===== config.mk =====
export PLATFORM = sky130hd
export DESIGN_NAME = control_pipe_decoder
export DESIGN_NICKNAME = d
export VERILOG_FILES = /design/src/rtl/control_pipe_decoder.sv
export SDC_FILE = /design/constraint.sdc
export NUM_CORES = 1
export LEC_CHECK = 0
export CAP_MARGIN = 15
export CELL_PAD_IN_SITES_DETAIL_PLACEMENT = 1
export CELL_PAD_IN_SITES_GLOBAL_PLACEMENT = 1
export CORE_UTILIZATION = 37
export CTS_BUF_LIST = sky130_fd_sc_hd__clkbuf_2
export DETAILED_ROUTE_END_ITERATION = 10
export HOLD_SLACK_MARGIN = 0.12
export PLACE_DENSITY_LB_ADDON = 0.1
export SYNTH_ARGS = -nofsm -noshare
export SYNTH_HDL_FRONTEND = slang
export SYNTH_SLANG_ARGS = --single-unit

===== constraint.sdc =====
create_clock -name clk -period 4.2 [get_ports clk]
set_input_delay 0.84 -clock clk [delete_from_list [all_inputs] [get_ports clk]]
set_output_delay 0.84 -clock clk [all_outputs]
set_load 0.03 [all_outputs]

===== src/rtl/control_pipe_decoder.sv =====
// Registered main decoder: decodes opcode/funct3 into the control bundle and
// carries it through PIPE_DEPTH stages with stall, flush and illegal tracking.
module control_pipe_decoder #(
   parameter int PIPE_DEPTH  = 1,
   parameter int BRANCH_FULL = 1,
   parameter int ILL_CNT_W   = 8
) (
   input  logic                 clk,
   input  logic                 rst_n,
   input  logic                 in_valid,
   input  logic [6:0]           op,
   input  logic [2:0]           funct3,
   input  logic                 stall,
   input  logic                 flush,
   output logic                 out_valid,
   output logic                 RegWrite,
   output logic [2:0]           ImmSrc,
   output logic                 ALUSrcA,
   output logic [1:0]           ALUSrcB,
   output logic                 MemWrite,
   output logic [1:0]           ResultSrc,
   output logic                 Branch,
   output logic [2:0]           BranchCond,
   output logic [1:0]           ALUOp,
   output logic                 Jump,
   output logic                 illegal,
   output logic [ILL_CNT_W-1:0] ill_count
);

   typedef struct packed {
      logic       valid;
      logic       regWrite;
      logic [2:0] immSrc;
      logic       aluSrcA;
      logic [1:0] aluSrcB;
      logic       memWrite;
      logic [1:0] resultSrc;
      logic       branch;
      logic [2:0] branchCond;
      logic [1:0] aluOp;
      logic       jump;
      logic       illegal;
   } ctrlBundle;

   localparam logic [ILL_CNT_W-1:0] cntOne = {{(ILL_CNT_W-1){1'b0}}, 1'b1};

   ctrlBundle decoded;
   ctrlBundle outStage;
   ctrlBundle stageQ [PIPE_DEPTH];
   logic      branchLegal;
   logic      illLeaving;
   logic [ILL_CNT_W-1:0] illCntQ;

   // funct3 010/011 are never valid branches; the reduced decoder keeps only BEQ/BNE.
   always_comb begin
      if (BRANCH_FULL != 0) begin
         branchLegal = (funct3 != 3'b010) && (funct3 != 3'b011);
      end else begin
         branchLegal = (funct3 == 3'b000) || (funct3 == 3'b001);
      end
   end

   always_comb begin
      decoded = '0;
      if (in_valid) begin
         case (op)
            7'h03: begin
               decoded.valid     = 1'b1;
               decoded.regWrite  = 1'b1;
               decoded.aluSrcB   = 2'b01;
               decoded.resultSrc = 2'b01;
            end
            7'h23: begin
               decoded.valid    = 1'b1;
               decoded.immSrc   = 3'b001;
               decoded.aluSrcB  = 2'b01;
               decoded.memWrite = 1'b1;
            end
            7'h33: begin
               decoded.valid    = 1'b1;
               decoded.regWrite = 1'b1;
               decoded.aluOp    = 2'b10;
            end
            7'h13: begin
               decoded.valid    = 1'b1;
               decoded.regWrite = 1'b1;
               decoded.aluSrcB  = 2'b01;
               decoded.aluOp    = 2'b10;
            end
            7'h63: begin
               decoded.valid = 1'b1;
               if (branchLegal) begin
                  decoded.immSrc     = 3'b010;
                  decoded.branch     = 1'b1;
                  decoded.branchCond = funct3;
                  decoded.aluOp      = 2'b01;
               end else begin
                  decoded.illegal = 1'b1;
               end
            end
            7'h6F: begin
               decoded.valid     = 1'b1;
               decoded.regWrite  = 1'b1;
               decoded.immSrc    = 3'b011;
               decoded.resultSrc = 2'b10;
               decoded.jump      = 1'b1;
            end
            7'h67: begin
               decoded.valid     = 1'b1;
               decoded.regWrite  = 1'b1;
               decoded.aluSrcB   = 2'b01;
               decoded.resultSrc = 2'b10;
               decoded.jump      = 1'b1;
            end
            7'h17: begin
               decoded.valid    = 1'b1;
               decoded.regWrite = 1'b1;
               decoded.immSrc   = 3'b100;
               decoded.aluSrcA  = 1'b1;
               decoded.aluSrcB  = 2'b10;
            end
            7'h37: begin
               decoded.valid    = 1'b1;
               decoded.regWrite = 1'b1;
               decoded.immSrc   = 3'b100;
               decoded.aluSrcA  = 1'b1;
               decoded.aluSrcB  = 2'b01;
            end
            7'h00: begin
               decoded = '0;
            end
            default: begin
               decoded.valid   = 1'b1;
               decoded.illegal = 1'b1;
            end
         endcase
      end
   end

   // Flush takes priority over stall so a held pipe can still be emptied.
   always_ff @(posedge clk or negedge rst_n) begin
      if (!rst_n) begin
         for (int k = 0; k < PIPE_DEPTH; k++) stageQ[k] <= '0;
      end else if (flush) begin
         for (int k = 0; k < PIPE_DEPTH; k++) stageQ[k] <= '0;
      end else if (!stall) begin
         stageQ[0] <= decoded;
         for (int k = 1; k < PIPE_DEPTH; k++) stageQ[k] <= stageQ[k-1];
      end
   end

   assign outStage = stageQ[PIPE_DEPTH-1];

   // An illegal entry is counted once, on the edge where it leaves the output stage.
   assign illLeaving = outStage.valid && outStage.illegal && (!stall || flush);

   always_ff @(posedge clk or negedge rst_n) begin
      if (!rst_n) begin
         illCntQ <= '0;
      end else if (illLeaving && (illCntQ != '1)) begin
         illCntQ <= illCntQ + cntOne;
      end
   end

   assign out_valid  = outStage.valid;
   assign RegWrite   = outStage.regWrite;
   assign ImmSrc     = outStage.immSrc;
   assign ALUSrcA    = outStage.aluSrcA;
   assign ALUSrcB    = outStage.aluSrcB;
   assign MemWrite   = outStage.memWrite;
   assign ResultSrc  = outStage.resultSrc;
   assign Branch     = outStage.branch;
   assign BranchCond = outStage.branchCond;
   assign ALUOp      = outStage.aluOp;
   assign Jump       = outStage.jump;
   assign illegal    = outStage.illegal;
   assign ill_count  = illCntQ;

endmodule


==> impl_metrics.tcl <==
set metrics [dict create \
    outcome "complete, no violations" \
    setup_violations 0 \
    fin_crit_ns 2.362 \
    clk_pin_slew_worst_paths_ns 0.22 \
    final_max_slew_viol_count 0 \
    finalClockSkew_ns 0.005070 \
    synth_compound_area_share_pct 15.95 \
    ys_seq_area_share_pct 52.80 \
    yosysMostFrequentCell "dfrtp_1" \
    hold_buffers 0 \
    worstPathRequired_ns 3.36 \
    netlist_instances 106 \
    post_drt_wl_per_cell_um 15.11 \
    rsz0062_at_grt "false" \
    nets 165 \
    path_max_fanout 5 \
    vdd.ir_drop.worst_mv 0.1923 \
    cts_tree "yes" \
    synth_area_sq_um 1185 \
    worst_slew_pin_slew_ns 0.5262 \
    dp_hpwl_mm 2.201 \
    reg2reg_slack_ns 2.59 \
    antenna_found_initial 0 \
    start_kind "flop" \
    yosys_warnings 0 \
    diodes 0 \
    synth_flop_cell "dfrtp_1" \
    cts_resized 0 \
    synthXorXnorAreaFrac_pct 5.913 \
    cp_slowest_cell "clkdlybuf4s50_1" \
    synth_top_family_by_area "simple AND/OR/NAND/NOR gates" \
    post_synth_num_cell_types 37 \
    path_cells "clkdlybuf4s50_1" \
    die_h_um 58.59 \
    grt_pass1_vias 1039 \
    synth_commonest_cells "dfrtp_1, nand2_1, nor2_1" \
    p_leak_nw 0.7640 \
    grt_pass1_wl_mm 4.774 \
    clk_latency_ns 0.33 \
    io_buffers 41 \
    fmax_mhz 423.4 \
    cts_max_level 1 \
    drtAntennaViolNets 0 \
    maxCapViolCount 0 \
    critical-path-top-delay-family "buffers and inverters" \
    final_layout_size_suffix_gt1_share_pct 11.49 \
    start_util_pct 38.81 \
    drt-total-wl_mm 2.902 \
    yosys-mux-area-fraction_pct 0.9504 \
    max_stage_delay_ns 0.70 \
    syn_nets 122 \
    tns_ns 0 \
    arrival_ns 1.52 \
    cts-buffers-inserted 3 \
    synth_top_area_share_pct 52.80 \
    p_per_area_nw_per_um2 279.2 \
    die_w_um 58.59 \
    drt_first_iter_violations 20 \
    avgSynthCellArea_sq_um 11.18 \
    hp-class "flop to flop" \
    synth_area_leader_cell "dfrtp_1" \
    syn_to_final_growth_pct 41.50 \
    clock_sinks 25 \
    cp-end-kind "primary output" \
    core-area_sq_um 3053 \
    slew_headroom_pct 64.84 \
    post-route-period-util_pct 56.23 \
    place_worst_setup_slack_ns 1.541 \
    layoutNonFillerInstCount 192 \
    post-cts-setup-buffers 0 \
    placedCellCount 186 \
    grtUsageTotal_pct 18.40 \
    drc_errors 0 \
    clk_path_buf_depth 2 \
    via_per_inst 5.083 \
    synth_area_leaders "dfrtp_1, xor2_1, nand2_1, nor2_1, o2111ai_4" \
    die-area_sq_um 3433 \
    gp_congestion 0.8673 \
    grt_overflow 0 \
    ys_ff_latch 25 \
    io_pins 42 \
    rows 20 \
    ys_async_sr_fraction_pct 100.0 \
    synth-edff-count 0 \
    vias 976 \
    cp_num_buf_inv 1 \
    crit_type "flop to primary output" \
    synthAdderAreaFrac_pct 1.056 \
    drtPass1Iterations 4 \
    grt_start_max_net_pins 26 \
    cts-root-buf "clkbuf_2" \
    hold_viol 0 \
    yosys.area_share.simple_pct 20.59 \
    final.setup.worst_slack_ns 1.838 \
]
==> final timing paths <==
kind,start,end,cells after the start
setup / recovery,ill_count[3]$_DFFE_PN0P_,ill_count[3],1
min in group asynchronous,rst_n,MemWrite$_DFFE_PN0N_,1
max in group asynchronous,rst_n,ill_count[7]$_DFFE_PN0P_,2
hold / removal,ill_count[7]$_DFFE_PN0P_,ill_count[7]$_DFFE_PN0P_,1
hold reg to reg,ill_count[7]$_DFFE_PN0P_,ill_count[7]$_DFFE_PN0P_,1
setup reg to reg,ill_count[0]$_DFFE_PN0P_,ill_count[7]$_DFFE_PN0P_,5
==> cell type report <==
class | instances | area (sq um)
Timing Repair Buffer | 43 | 445.4
Tap cell | 44 | 55.05
Sequential cell | 25 | 625.6
Multi-Input combinational cell | 75 | 526.8
Inverter | 1 | 3.754
Clock buffer | 4 | 20.02
Fill cell | 359 | 1376
==> placed cells by master, fill, tap and decap left out <==
cell / n
a211o_1: 1
a21o_1: 3
a21o_2: 2
a21oi_1: 1
a221o_1: 2
a22o_1: 3
a22o_2: 2
a31oi_1: 2
a32o_1: 1
and2_1: 1
and2_2: 1
and2b_2: 1
and4_4: 1
and4bb_1: 1
buf_16: 1
buf_4: 1
clkbuf_2: 4
clkdlybuf4s50_1: 41
dfrtp_1: 25
ha_1: 1
inv_1: 1
mux2_2: 1
nand2_1: 10
nand2b_1: 1
nand3_1: 4
nand3_2: 1
nand4_1: 1
nor2_1: 8
nor2b_1: 2
nor2b_4: 1
nor3_1: 5
nor3b_1: 2
nor4_1: 2
o2111ai_4: 1
o21ai_0: 4
or3b_1: 1
xnor2_1: 1
xor2_1: 7
==> cells by family (layout without fill, tap and decap cells) <==
| logic type | Yosys count | in the layout |
|---|---|---|
| simple gates | 43 | 43 |
| flops | 25 | 25 |
| compound gates | 22 | 22 |
| xor+xnor | 8 | 8 |
| buf+inv | 6 | 48 |
| fa+ha+maj | 1 | 1 |
| mux | 1 | 1 |
==> state kept, by name (all words and copies together), names as in the netlist <==
name	flops
ALUOp	2
ALUSrcB	2
Branch	1
BranchCond	3
ImmSrc	3
MemWrite	1
RegWrite	1
ResultSrc	2
ill_count	8
illegal	1
out_valid	1
==> metrics by stage <==
stage / instance area, sq um / hold slack (ns) / util [%] / total power, W
final: 1677 / 0.5070 / 54.92 / 0.0004681
after global routing: 1677 / 0.5371 / 54.92 / 0.0004924
after CTS: 1642 / 0.5144 / 53.77 / 0.0004680
after detailed placement: 1622 / 0.4696 / 53.11 / 0.0003762
after global placement: 1622 / 0.4660 / 53.11 / 0.0003725
after floorplan: 1185 / 0.5444 / - / 0.0003218
==> report_power, final <==
| part | leakage (nW) | total, W | switching (W) | internal [W] |
|---|---|---|---|---|
| registers | 0.345 | 0.000266 | 0.0000129 | 0.000253 |
| clock network | 0.0166 | 0.0000938 | 0.0000687 | 0.0000252 |
| logic | 0.402 | 0.000109 | 0.0000581 | 0.0000505 |
==> metal layers <==
layer  up-vias  share of wire, %  global-route usage (%)
met5         -                 0                       0
li1        461                 -                       -
met1       481                48                   23.98
met4         0               1.3                   4.762
met2        30                47                   30.71
met3         4               3.7                   4.615
No activity file was read; power rests on OpenSTA's default activity.
